[src/rtl/vram_access_arbiter.sv]
// VRAM port arbiter: BG / OBJ / CPU share one synchronous-read VRAM port.
// Grant is combinational; read data is routed by a one-cycle owner tag.
module vram_access_arbiter #(
  parameter int ADDR_W       = 17,
  parameter int DATA_W       = 16,
  parameter int MAX_CPU_WAIT = 8
) (
  input  logic              clock,
  input  logic              rst_b,
  input  logic              hblank,
  input  logic              vblank,
  input  logic              bg_req,
  input  logic [ADDR_W-1:0] bg_addr,
  output logic [DATA_W-1:0] bg_rdata,
  output logic              bg_rvalid,
  input  logic              obj_req,
  input  logic [ADDR_W-1:0] obj_addr,
  output logic              obj_ack,
  output logic [DATA_W-1:0] obj_rdata,
  output logic              obj_rvalid,
  input  logic              cpu_req,
  input  logic              cpu_we,
  input  logic [ADDR_W-1:0] cpu_addr,
  input  logic [DATA_W-1:0] cpu_wdata,
  output logic              cpu_ack,
  output logic [DATA_W-1:0] cpu_rdata,
  output logic              cpu_rvalid,
  output logic [ADDR_W-1:0] vram_addr,
  output logic              vram_we,
  output logic [DATA_W-1:0] vram_wdata,
  input  logic [DATA_W-1:0] vram_rdata
);

  localparam int WW = $clog2(MAX_CPU_WAIT + 1);

  typedef enum logic [1:0] {
    OWN_NONE,
    OWN_BG,
    OWN_OBJ,
    OWN_CPU
  } owner_t;

  owner_t rd_owner, rd_owner_nx;

  logic [WW-1:0] cpu_wait, cpu_wait_nx;
  logic          starve;
  logic          gnt_bg, gnt_obj, gnt_cpu;

  logic [DATA_W-1:0] bg_rdata_q, obj_rdata_q, cpu_rdata_q;

  assign starve = (cpu_wait == WW'(MAX_CPU_WAIT));

  always_comb begin
    gnt_bg  = 1'b0;
    gnt_obj = 1'b0;
    gnt_cpu = 1'b0;
    unique case (1'b1)
      vblank: begin
        gnt_cpu = cpu_req;
        gnt_obj = !cpu_req && obj_req;
        gnt_bg  = !cpu_req && !obj_req && bg_req;
      end
      // starved CPU is treated exactly like hblank priority
      (!vblank && (hblank || starve)): begin
        gnt_bg  = bg_req;
        gnt_cpu = !bg_req && cpu_req;
        gnt_obj = !bg_req && !cpu_req && obj_req;
      end
      default: begin
        gnt_bg  = bg_req;
        gnt_obj = !bg_req && obj_req;
        gnt_cpu = !bg_req && !obj_req && cpu_req;
      end
    endcase
  end

  always_comb begin
    vram_addr   = '0;
    vram_we     = 1'b0;
    vram_wdata  = '0;
    obj_ack     = gnt_obj;
    cpu_ack     = gnt_cpu;
    rd_owner_nx = OWN_NONE;
    if (gnt_bg) begin
      vram_addr   = bg_addr;
      rd_owner_nx = OWN_BG;
    end else if (gnt_obj) begin
      vram_addr   = obj_addr;
      rd_owner_nx = OWN_OBJ;
    end else if (gnt_cpu) begin
      vram_addr   = cpu_addr;
      vram_we     = cpu_we;
      vram_wdata  = cpu_we ? cpu_wdata : '0;
      rd_owner_nx = cpu_we ? OWN_NONE : OWN_CPU;
    end
  end

  always_comb begin
    cpu_wait_nx = '0;
    if (cpu_req && !gnt_cpu)
      cpu_wait_nx = starve ? cpu_wait : cpu_wait + WW'(1);
  end

  always_ff @(posedge clock or negedge rst_b) begin
    if (!rst_b) begin
      rd_owner <= OWN_NONE;
      cpu_wait <= '0;
    end else begin
      rd_owner <= rd_owner_nx;
      cpu_wait <= cpu_wait_nx;
    end
  end

  // read data lands one cycle after grant; non-owners hold last value
  assign bg_rvalid  = (rd_owner == OWN_BG);
  assign obj_rvalid = (rd_owner == OWN_OBJ);
  assign cpu_rvalid = (rd_owner == OWN_CPU);

  assign bg_rdata  = bg_rvalid  ? vram_rdata : bg_rdata_q;
  assign obj_rdata = obj_rvalid ? vram_rdata : obj_rdata_q;
  assign cpu_rdata = cpu_rvalid ? vram_rdata : cpu_rdata_q;

  always_ff @(posedge clock or negedge rst_b) begin
    if (!rst_b) begin
      bg_rdata_q  <= '0;
      obj_rdata_q <= '0;
      cpu_rdata_q <= '0;
    end else begin
      bg_rdata_q  <= bg_rdata;
      obj_rdata_q <= obj_rdata;
      cpu_rdata_q <= cpu_rdata;
    end
  end

endmodule
[config.mk]
export PLATFORM = sky130hd
export DESIGN_NAME = vram_access_arbiter
export DESIGN_NICKNAME = d
export VERILOG_FILES = /design/src/rtl/vram_access_arbiter.sv
export SDC_FILE = /design/constraint.sdc
export NUM_CORES = 1
export LEC_CHECK = 0
export CAP_MARGIN = 40
export CELL_PAD_IN_SITES_DETAIL_PLACEMENT = 0
export CELL_PAD_IN_SITES_GLOBAL_PLACEMENT = 1
export CORE_UTILIZATION = 27
export CTS_BUF_LIST = sky130_fd_sc_hd__clkbuf_4
export CTS_CLUSTER_SIZE = 20
export DETAILED_ROUTE_END_ITERATION = 8
export PLACE_DENSITY = 0.92
export RECOVER_POWER = 100
export SYNTH_ARGS = -nofsm -noshare
export SYNTH_HDL_FRONTEND = slang
export SYNTH_SLANG_ARGS = --single-unit
[constraint.sdc]
create_clock -name clock -period 2.36 [get_ports clock]
set_clock_uncertainty 0.1 [all_clocks]
set_input_delay 0.472 -clock clock [delete_from_list [all_inputs] [get_ports clock]]
set_output_delay 0.472 -clock clock [all_outputs]
set_load 0.05 [all_outputs]
Word level (Yosys, flattened, before mapping). Cells that the tools add are included.

Bits in registers: 54. Bits in latches: 0. RAM bits: 0. ROM bits: 0. Input port bits: 91. Word-level logic and storage cells: 50. Memories kept: 0.

Add/subtract/negate cells: 1. Multiply operators: 0. Divide/modulo/power cells: 0. Order comparisons: 0. Eq/ne operators: 5. Shifts and indexed selects: 0. Mux-type cells: 22. Bitwise operators: 0. Reduce and logical (&&, ||, !) cells: 17.

Operators with widths (count): 16-bit 2-to-1 mux (7); 17-bit 2-to-1 mux (3); 1-bit logical AND (11); 2-bit 2-to-1 mux (4); 4-bit 2-to-1 mux (2); 1-bit zero test (5); 4-bit by 1-bit adder with 4-bit output, second input constant (1); 2-bit equality test, second input constant (2); 4-bit equality test, second input constant (1); 1-bit 2-to-1 mux (4); 1-bit one-hot mux with 2 select lines (2); 2-bit by 1-bit equality test with 1-bit output, second input constant (1); 2-bit != test, second input constant (1); 1-bit logical OR (1).

Logic depth before layout (Yosys ltp).
Depth in word-level cells: 7. Gate-level depth with buffers: 7.

Worst setup path after synthesis. Ideal clock, no wire load.

Path type: reg-to-output. Start point: register cpu_wait[0]. End point: output vram_wdata[0]. Arrival: 2016 ps. Data required time: 1788 ps. Slack: -228 ps. Cell stages (with the launch flop): 7. Cells stage by stage: dfrtp_1 > inv_1 > ha_1 > nand3b_4 > a211oi_4 > buf_2 > and3_1.

Longest elaborated chain between the ends: 7. Elaborated cells on any way between the ends: 8. Classes of those cells: eq/ne: 1; mux: 5; reduce/logical: 2.

Ends and longest elaborated chain: start, declared (line 45) `logic [WW-1:0] cpu_wait, cpu_wait_nx;`; start signal, assigned (line 110) `cpu_wait <= cpu_wait_nx;`; 4-bit equality test (line 51) `assign starve = (cpu_wait == WW'(MAX_CPU_WAIT));`; 1-bit logical OR (line 64) `(!vblank && (hblank || starve)): begin`; 1-bit logical AND (line 64); 1-bit one-hot mux with 2 select lines (line 57) `unique case (1'b1)`; named net cpu_ack (line 25) `output logic cpu_ack,`; 16-bit 2-to-1 mux (line 90) `end else if (gnt_cpu) begin`; 16-bit 2-to-1 mux (line 87) `end else if (gnt_obj) begin`; 16-bit 2-to-1 mux (line 84) `if (gnt_bg) begin`; end, declared (line 30) `output logic [DATA_W-1:0] vram_wdata,`.

The timed path passes the listed nets, and every way through them passes these cells.

Final worst setup path.
Start point: input hblank. End point: output vram_addr[0].

Longest elaborated chain between the ends: 6. Elaborated cells on any way between the ends: 7. Classes of those cells: mux: 5; reduce/logical: 2.

Ends and longest elaborated chain: start, declared (line 10) `input logic hblank,`; 1-bit logical OR * (line 64); 1-bit logical AND * (line 64); 1-bit one-hot mux with 2 select lines (line 57); 17-bit 2-to-1 mux (line 90); 17-bit 2-to-1 mux * (line 87); 17-bit 2-to-1 mux * (line 84); end, declared (line 28) `output logic [ADDR_W-1:0] vram_addr,`.

Every way passes the cells marked *; elsewhere a longest branch is shown, timed or not.

==> run metrics <==
Worst Hold Class=register to register; Crit Path Class=input pin to output pin; CTS tree=yes; Synth Area per Inst=13.07 sq um; post-DP HPWL=7.050 mm; power per cell area=733.6 nW/um^2; Worst Hold Launch=cpu_rdata_q[0]; Leakage=2.337 nW; layout cells sized above 1=43.53%; die height=100.4 um; Final Setup Violations=41; TritonCTS Sinks=54; metal2 WL=5.112 mm; vias in the first global route=2646; Final Hold Vio Count=0; Clock Path Buffers=2; crit path from=hblank; dpl cell area=4975 sq um; slowest CP cell=clkdlybuf4s50_1; FF-to-FF Start=cpu_wait[1]; Synthesized Nets=293; Max Cap Viol=0; final hold slack=0.4105 ns; antenna violations before repair=0; failing checks=negative setup slack; clock slew at reported path FFs=0.14 ns; drt pass-1 iters=4; Vias=2516; Max Fclk=0.3709 GHz; max layer used=met4; vias per cell=4.738; Core ar.=9328 sq um; nets@finish=494; crit-path max FO=5; Total GRT Usage=17.20%; asr flop ratio synth=100.0%; met3 wire length=634 um; sequential share of the synthesized area=51.70%; Boundary Pins=178; DR DRC count=0; Antenna Nets Post-Route=0; Critical path buffers and inverters=4; fin crit share=114.3%; RSZ-0062 raised after global routing=yes; ant diodes=0; standard-cell rows=35; wire length on met1=3.043 mm; startpoint type of the worst setup path=input pin; RePlAce Congestion=0.8116; Crit path required time=1.79 ns; Port Buffers=177; status=complete, but fails checks; root buffer cell=clkbuf_4; dominant synthesized flop cell=dfrtp_1; die area=10080 sq um; EDFF count, synth=0; VDD IR max=0.3577 mV; Area Overhead vs Synth=101.2%; design area=5259 sq um; Pins Over Slew Limit=0; die width=100.4 um; global-route wire length before repair=13.28 mm; Iter 0 DRT Violations=38; Place WS=-0.3099 ns; synthesized cell area=2614 sq um; critical path endpoint category=output pin; Worst EP arrival=2.12 ns; WL final=9.101 mm; Slew @ Worst Pin=1.369 ns; count of cell types in the netlist=31; H-tree Lvls=2; Final WS setup=-0.3364 ns; Gate Count Post-Synth=200; #FFs+latches synth=54; slew margin rel.=8.758%; largest net degree at the start of global routing=30; total number of yosys warnings=0; largest stage delay on the critical path=0.46 ns; Num CTS Buffers=5; crit path cell chain=clkdlybuf4s50_1 -> nor3b_4 -> a211oi_4 -> buf_6 -> clkbuf_16 -> a221o_2 -> buf_12; Starting Density=28.02%; Largest delay share family, worst path=buffers and inverters; latest clock arrival within the worst-skew pair=0.36 ns; DR WL/cell=17.14 um; grt ovf=0; fillers=772; crit path time final=2.696 ns
[placed cells by master, fill, tap and decap left out, types with 2 or more instances in the layout]
cell type	count
buf_4	62
mux2_1	36
nor3_1	4
and3_1	17
xor2_1	2
dfrtp_1	54
mux2_2	12
nand2_1	2
clkbuf_1	3
buf_6	8
buf_12	42
a221o_2	17
nand2b_1	3
inv_1	7
clkinvlp_4	2
clkbuf_16	2
dlygate4sd2_1	2
and3_4	16
clkbuf_4	5
clkdlybuf4s50_1	87
[per-layer routing]
layer  up-vias  global-route usage [%]
met2       142                   33.61
met5         -                       0
met4         0                   6.466
met1      1214                   17.36
met3        18                   4.318
li1       1142                       -
[worst paths after layout]
kind	endpoint	slack, ns	cells past startpoint
max	vram_addr[0]	-0.34	7
min	cpu_rdata_q[0]	0.41	1
max reg2reg	rd_owner[0]	0.48	10
min reg2reg	cpu_rdata_q[0]	0.41	1
max in group asynchronous	obj_rdata_q[3]	0.26	3
min in group asynchronous	rd_owner[0]	0.83	2
[cells in the mapped netlist, types with 2 or more instances]
master	n	area, sq um
inv_1	7	26.28
buf_2	6	30.03
a221o_1	8	80.08
xor2_1	2	17.52
nand2b_1	3	18.77
nand2_1	2	7.510
clkbuf_1	4	15.01
nor3_1	4	20.02
ha_1	2	25.02
and3_1	33	206.5
dfrtp_1	54	1351
mux2_2	48	540.5
a221o_2	9	101.4
[power breakdown]
| part | total (mW) | internal, mW | switching, mW |
|---|---|---|---|
| sequential | 1.18 | 1.13 | 0.0498 |
| combinational | 2.18 | 0.838 | 1.34 |
| clock | 0.499 | 0.223 | 0.277 |
| total | 3.86 | 2.19 | 1.67 |
[kinds of logic after synthesis]
logic type,share of synthesized area [%]
muxes,21.06
buffers and inverters,4.212
and+or+nand+nor,11.68
adders and majority gates,0.9572
xor gates and xnor gates,1.005
DFF,51.70
AOI/OAI and AO/OA,9.382
[registers in the layout, summed over array words and instances (netlist names)]
register / flops
obj_rdata_q: 16
cpu_rdata_q: 16
cpu_wait: 4
bg_rdata_q: 16
rd_owner: 2
[final cells by class]
| cell class | instances | area (sq um) | share of cell area, % |
|---|---|---|---|
| Inverter | 7 | 26.28 | 0.4996 |
| Sequential cell | 54 | 1351 | 25.70 |
| Tap cell | 129 | 161.4 | 3.069 |
| Clock buffer | 5 | 37.54 | 0.7138 |
| Timing Repair Buffer | 208 | 2384 | 45.32 |
| Clock inverter | 3 | 45.04 | 0.8565 |
| Multi-Input combinational cell | 125 | 1254 | 23.84 |
[timing repair]
item,CTS,global route
setup endpoints to repair,37,39
setup buffers,4,2
pin swaps,7,21
endpoints found under the hold margin,10,0
gates resized for setup,19,3
hold buffers,1,0
gates cloned,1,4
[per-stage QoR]
step                      TNS (ns)  utilization [%]  std cells  power [mW]
after global routing        -17.45            56.38        531       4.029
after floorplan           -0.01775                -        200       2.537
after detailed placement    -9.672            53.33        511       3.385
after CTS                   -11.90            55.55        525       3.928
after global placement      -8.513            53.33        511       3.349
final                       -10.63            56.38        531       3.858
[worst reg2reg max path, stage by stage, from the launching register on]
cell	delay [ns]
dfrtp_1	0.41
inv_1	0.06
ha_2	0.18
nand3b_4	0.09
buf_6	0.13
a211oi_4	0.23
buf_6	0.17
buf_6	0.12
buf_4	0.10
buf_4	0.10
a22o_1	0.14
Note: power is estimated with default switching activity, not from simulation.
